--- src/rtl/alu_memory.sv ---
// 32-bit MIPS-style ALU feeding a 32-word scratch memory written on clk, read combinationally.
// Optional macro ALU_MEMORY_BYPASS_EN forwards the ALU result to Mout whenever Ewr is high.
module alu_memory #(
  parameter int unsigned DATA_W = 32,
  parameter int unsigned ADDR_W = 5
) (
  input  logic              clk,
  input  logic              rst,
  input  logic              Ewr,
  input  logic [ADDR_W-1:0] Dir,
  input  logic [2:0]        Sel,
  input  logic [DATA_W-1:0] Op1,
  input  logic [DATA_W-1:0] Op2,
  output logic [DATA_W-1:0] Mout,
  output logic              Zeroflag
);

  localparam int unsigned DEPTH = 2 ** ADDR_W;

  typedef enum logic [2:0] {
    OP_AND = 3'b000,
    OP_OR  = 3'b001,
    OP_ADD = 3'b010,
    OP_NOR = 3'b100,
    OP_SUB = 3'b110,
    OP_SLT = 3'b111
  } alu_op_e;

  logic [DATA_W-1:0] alu_r;
  logic [DATA_W-1:0] mem_q [DEPTH];
  logic [DATA_W-1:0] rd_word;

  always_comb begin
    alu_r = '0;
    case (alu_op_e'(Sel))
      OP_AND:  alu_r = Op1 & Op2;
      OP_OR:   alu_r = Op1 | Op2;
      OP_ADD:  alu_r = Op1 + Op2;
      OP_NOR:  alu_r = ~(Op1 | Op2);
      OP_SUB:  alu_r = Op1 - Op2;
      OP_SLT:  alu_r = ($signed(Op1) < $signed(Op2)) ? DATA_W'(1) : '0;
      default: alu_r = '0;
    endcase
  end

  assign Zeroflag = (alu_r == '0);

  always_ff @(posedge clk or posedge rst) begin
    if (rst) begin
      for (int unsigned i = 0; i < DEPTH; i++) begin
        mem_q[i] <= '0;
      end
    end else if (Ewr) begin
      mem_q[Dir] <= alu_r;
    end
  end

  assign rd_word = mem_q[Dir];

`ifdef ALU_MEMORY_BYPASS_EN
  assign Mout = Ewr ? alu_r : rd_word;
`else
  assign Mout = rd_word;
`endif

endmodule

--- config.mk ---
export PLATFORM = sky130hd
export DESIGN_NAME = alu_memory
export DESIGN_NICKNAME = d
export VERILOG_FILES = /design/src/rtl/alu_memory.sv
export SDC_FILE = /design/constraint.sdc
export NUM_CORES = 2
export LEC_CHECK = 0
export CORE_ASPECT_RATIO = 2
export CORE_MARGIN = 10
export CORE_UTILIZATION = 35
export DETAILED_ROUTE_END_ITERATION = 6
export GPL_TIMING_DRIVEN = 1
export SLEW_MARGIN = 20
export SYNTH_ARGS = -nofsm -noshare
export SYNTH_HDL_FRONTEND = slang
export SYNTH_SLANG_ARGS = --single-unit
--- constraint.sdc ---
create_clock -name clk -period 99.4 [get_ports clk]
set_input_delay 14.91 -clock clk [delete_from_list [all_inputs] [get_ports clk]]
set_output_delay 14.91 -clock clk [all_outputs]
set_load 0.02 [all_outputs]
# [Word-level counts from Yosys, hierarchy flattened]
# Index checks and enable logic that the tools add are counted.
[word_totals] register_bits=1024 in_bits=75 output_inout_bits=33 word_cells=57
[op_classes] addsub=2 n_lt_le_gt_ge=3 n_eq_ne=5 n_mux=8 n_bitwise=4 n_reduce_logical=3
[op_table] cell="1024-bit bitwise mux" count=1
[op_table] cell="32-bit one-hot mux with 6 select lines" count=1
[op_table] cell="32-bit binary-select mux with 5-bit select" count=1
[op_table] cell="32-bit demux with 5-bit select" count=1
[op_table] cell="32-bit two-way mux" count=3
[op_table] cell="32-bit adder" count=1
[op_table] cell="32-bit AND" count=1
[op_table] cell="32-bit logical NOT" count=1
[op_table] cell="32-bit < comparator" count=1
[op_table] cell="32-bit inverter" count=1
[op_table] cell="32-bit bitwise OR" count=1
[op_table] cell="32-bit subtractor" count=1
[op_table] cell="3-bit equality test, second input constant" count=3
[op_table] cell="6-bit greater-or-equal comparator, second input constant" count=1
[op_table] cell="6-bit by 1-bit < comparator with 1-bit output, second input constant" count=1
[op_table] cell="5-bit inverter with 6-bit output" count=1
[op_table] cell="3-bit by 1-bit equality test with 1-bit output, second input constant" count=1
[op_table] cell="3-bit by 2-bit equality test with 1-bit output, second input constant" count=1
[op_table] cell="3-bit logical NOT" count=1
[op_table] cell="1-bit logical AND" count=1
[op_table] cell="1-bit two-way mux" count=1

# [Logic depth before layout (Yosys ltp)]
[depth] ltp_word=6 depth_mapped=15 mapped_depth_nobuf=15

# [Least setup slack after synthesis]
# OpenSTA, ideal clock, no wires.
[synth_path] path_type="input-to-output" start="input port Op2[1]" end="output port Zeroflag" arrival_ps=18296 required_ps=84490 path_slack_ps=66194 stages=12 path_buffers=0 path_cell_list="inv_1 ha_1 o21ba_2 a2111o_1 a311oi_4 a211oi_2 o21bai_1 a221o_1 a21oi_2 nand4_1 or4_1 nor4_2"
[synth_via] elab_chain_cells=4 word_cells_on_any_way=9 classes_between="add/sub: 2; order compare: 1; mux: 2; bitwise: 3; reduce/logical: 1"
[synth_lines] element="start: declaration" line="13" rtl="input logic [DATA_W-1:0] Op2,"
[synth_lines] element="32-bit < comparator or 32-bit bitwise OR (tied branches)" line="41, 37, 39"
[synth_lines] element="1-bit two-way mux or 32-bit inverter (tied branches)" line="41, 39"
[synth_lines] element="32-bit one-hot mux with 6 select lines *" line="35" rtl="case (alu_op_e'(Sel))"
[synth_lines] element="32-bit logical NOT *" line="46" rtl="assign Zeroflag = (alu_r == '0);"
[synth_lines] element="end: declaration" line="15" rtl="output logic Zeroflag"
# Every way passes the cells marked *; elsewhere a longest branch is shown, timed or not.

# [Worst setup path in the final report]
[layout_path] start="input port Op1[7]" end="output port Zeroflag"
[layout_via] elab_chain_cells=4 word_cells_on_any_way=9 classes_between="add/sub: 2; order compare: 1; mux: 2; bitwise: 3; reduce/logical: 1"
[layout_lines] element="start: declaration" line="12" rtl="input logic [DATA_W-1:0] Op1,"
[layout_lines] element="32-bit < comparator or 32-bit bitwise OR (tied branches)" line="41, 37, 39"
[layout_lines] element="1-bit two-way mux or 32-bit inverter (tied branches)" line="41, 39"
[layout_lines] element="32-bit one-hot mux with 6 select lines *" line="35"
[layout_lines] element="32-bit logical NOT *" line="46"
# Marked as above.

==> key figures <==
Synth
  – Avg Synthesized Cell Area: slightly above 10 um^2
  – Ys flop type: dfrtp_1
  – Synth Area in Compound Gates: 0.171
  – Synth Warn #: 0
  – FFs w/ async S/R, synth: 1.00
  – Yosys cell types: 81
  – Syn nets: 4947
  – Largest family of logic cells by synthesized area: compound AO/OA/AOI/OAI gates
  – Post-synth EDFFs: 0
  – Post-synthesis xor/xnor area fraction: 0.00108
  – Simple-Gate Fraction of Synth Area: 0.114
  – Adder-Cell Fraction of Synth Area: 0.0270
  – Mapped Area: roughly 50000 um^2
  – Mapped Cells: 4768
  – Post-synthesis sequential area ratio: 0.525
  – FF+latch count, synth: between 1000 and 1500
  – Mux share of post-synthesis cell area: 0.121

Drt
  – WL/cell: 24.4 um
  – DRC viols: 0
  – Drt first pass iters: 7
  – 1st-iter DRT viols: 3162
  – Vias per std cell: 5.57
  – Final wirelength: 159000 um
  – Final ANT Viol Nets: 0
  – Routed vias: 36300

Timing
  – Max transition margin: 0.175
  – Final setup vio count: 0
  – Max Slew Vio Count: 0
  – Measured slew at the worst slew-check pin: about 1200 ps
  – Fmax: about 28 MHz
  – WHS: 473 ps
  – Unrepaired setup endpoints after global routing: false
  – Setup Total Neg Slack: 0 ps
  – Period utilization: 0.358
  – Clock Skew: 0 ps
  – Final hold violations: 0
  – Final min period: between 30000 and 40000 ps

Final layout
  – Largest regs: mem_q x1024
  – Max reg flops: around 1000
  – Layout cells sized above 1: 0.120
  – Area Overhead vs Synth: 11.1%
  – Final Net Count: 4782
  – Largest Register: mem_q
  – Commonest cells after routing, fill and taps aside: 1078 x nand2_1, 1055 x o21ai_0, 1024 x dfrtp_1, 257 x mux4_2, 129 x a22oi_1
  – Most common cell after layout, fill and taps aside: nand2_1

Die
  – Core area: 138000 um^2
  – # IOs: 108
  – Die height: between 500 and 600 um
  – Starting density of the core: 0.353
  – Die area: 156000 um^2
  – # rows: 193
  – Die width: between 200 and 300 um

CTS
  – Post-CTS Resized: 0
  – Post-CTS setup buffer count: 0
  – CTS Buf Count: 81
  – CTS H-tree lvls: 3
  – Root Driver: clkbuf_16
  – Skew-Pair Late Insertion Delay: 660 ps
  – Clk buf depth: 3
  – CTS tree: done
  – CTS clk-pin slew, worst paths: 60 ps
  – Hold buffers post-CTS: 0
  – CTS sink cnt: 1024

Place
  – Hpwl dp: 93300 um
  – I/O Buffers: 107
  – Placer Congestion: 0.923

GRT
  – Largest net degree at the start of global routing: 168
  – First-pass GRT wire length: 239000 um
  – Antenna violations before repair: 2
  – Vias in the first global route: 36800
  – Gr usage total: 0.202
  – Grt total ovfl: 0

Worst setup path
  – Buffer and inverter count on the worst path: 5
  – CP Launch Type: input port
  – Worst path cell trace: clkdlybuf4s50_1 > inv_1 > ha_1 > inv_1 > a2111oi_0 > or3_1 > a21boi_0 > nor4b_1 > o311ai_0 > nor2_2 > buf_4 > nand4_1 > or4_1 > nor4_2 > clkdlybuf4s50_1
  – Crit. Startpoint: Op1[7]
  – Crit. path cell count: 15
  – CP peak stage delay: about 940 ps
  – Worst EP arrival: 20630 ps
  – Critical path fanouts, max: 33
  – Critical path endpoint category: primary output
  – Crit path kind: input port to primary output
  – Reg-to-Reg End: mem_q[132]$_DFFE_PP0P_
  – Reg2Reg Launch Point: mem_q[132]$_DFFE_PP0P_
  – CP max-delay cell: nor4b_1
  – R2R Setup Slk: 98640 ps
  – CP delay by family, top: simple AND/OR/NAND/NOR gates
  – Crit path to: Zeroflag
  – Worst r2r path cells: 2
  – CP Data Required Time: 84490 ps

Outcome
  – Status: finished clean

Min path
  – Hold/Removal Path Class: register to register

Power and ir drop
  – Total chip power: 0.00109 W
  – Leakage: 23.8 nW
  – Peak VDD IR: 12.9 uV
  – Pwr dens: 20.1 nW/um^2

Job
  – Max_cap viols: 0
[worst min-delay path by stage]
stage	start	to	slack (ps)	depth (start not counted)
2_1_floorplan	mem_q[160]$_DFFE_PP0P_	mem_q[160]$_DFFE_PP0P_	440	2
3_3_place_gp	mem_q[726]$_DFFE_PP0P_	mem_q[726]$_DFFE_PP0P_	460	2
3_5_place_dp	mem_q[945]$_DFFE_PP0P_	mem_q[945]$_DFFE_PP0P_	460	2
4_1_cts	mem_q[34]$_DFFE_PP0P_	mem_q[34]$_DFFE_PP0P_	480	2
5_1_grt	mem_q[912]$_DFFE_PP0P_	mem_q[912]$_DFFE_PP0P_	490	2
6_report	mem_q[34]$_DFFE_PP0P_	mem_q[34]$_DFFE_PP0P_	470	2
[logic make-up (layout without fill, tap and decap cells)]
group	after synthesis	after routing
other	0	1
adders and majority gates	104	104
and+or+nand+nor	1372	1372
muxes	267	267
buffers and inverters	527	425
DFF	1024	1024
xor gates and xnor gates	6	6
AOI/OAI and AO/OA	1468	1468
[per-layer routing]
layer  routed length, um  vias up  GRT usage
li1                    -    16500          -
met5                   0        -          0
met2               82700     1171      0.368
met1               61100    18300      0.234
met3                7520      347     0.0247
met4                7660        0     0.0930
[synthesized netlist by cell type (all sizes together), types with 9 or more instances]
cell type	n	area [um^2]
nor2b	13	88.8
inv	97	364
nand2	1110	4170
o31ai	13	97.6
mux2i	10	100
mux4	257	5790
and2	9	56.3
o21ai	1058	5300
a22oi	129	968
a211oi	12	100
buf	44	184
o221ai	20	175
nand2b	10	62.6
clkbuf	384	1440
a31oi	15	100
o211ai	23	173
a21oi	89	449
dfrtp	1024	25600
nand4	45	282
nor2	87	327
nand3	19	95.1
ha	102	1280
a2111oi	18	158
nor3	31	166
[area by class of cell]
type,instances,area (um^2)
Clock inverter,27,235
Timing Repair Buffer,180,1670
Fill cell,13400,84100
Inverter,99,379
Tap cell,1852,2320
Antenna cell,1,2.50
Sequential cell,1024,25600
Clock buffer,119,2430
Multi-Input combinational cell,3217,21600
[worst min-delay path: cells and delay by family (launching register included)]
kind               cells  cell delay (ps)
AOI/OAI and AO/OA      1               60
DFF                    1              340
and+or+nand+nor        1               40
[report_power, final]
group	total (W)	internal [W]	switching, W
sequential	0.000544	0.000501	0.0000427
clock	0.000334	0.000179	0.000155
combinational	0.000213	0.0000904	0.000123
[per-stage QoR]
stage | std cells | setup slack (ps) | cell area (um^2) | utilization
finish | 6519 | 63860 | 54200 | 0.392
global placement | 6372 | 63660 | 51500 | 0.373
CTS | 6518 | 63620 | 54200 | 0.392
floorplan | 4768 | 55670 | 48800 | -
detailed placement | 6372 | 63670 | 51600 | 0.373
global route | 6519 | 63500 | 54200 | 0.392
No activity file was read; power rests on OpenSTA's default activity.
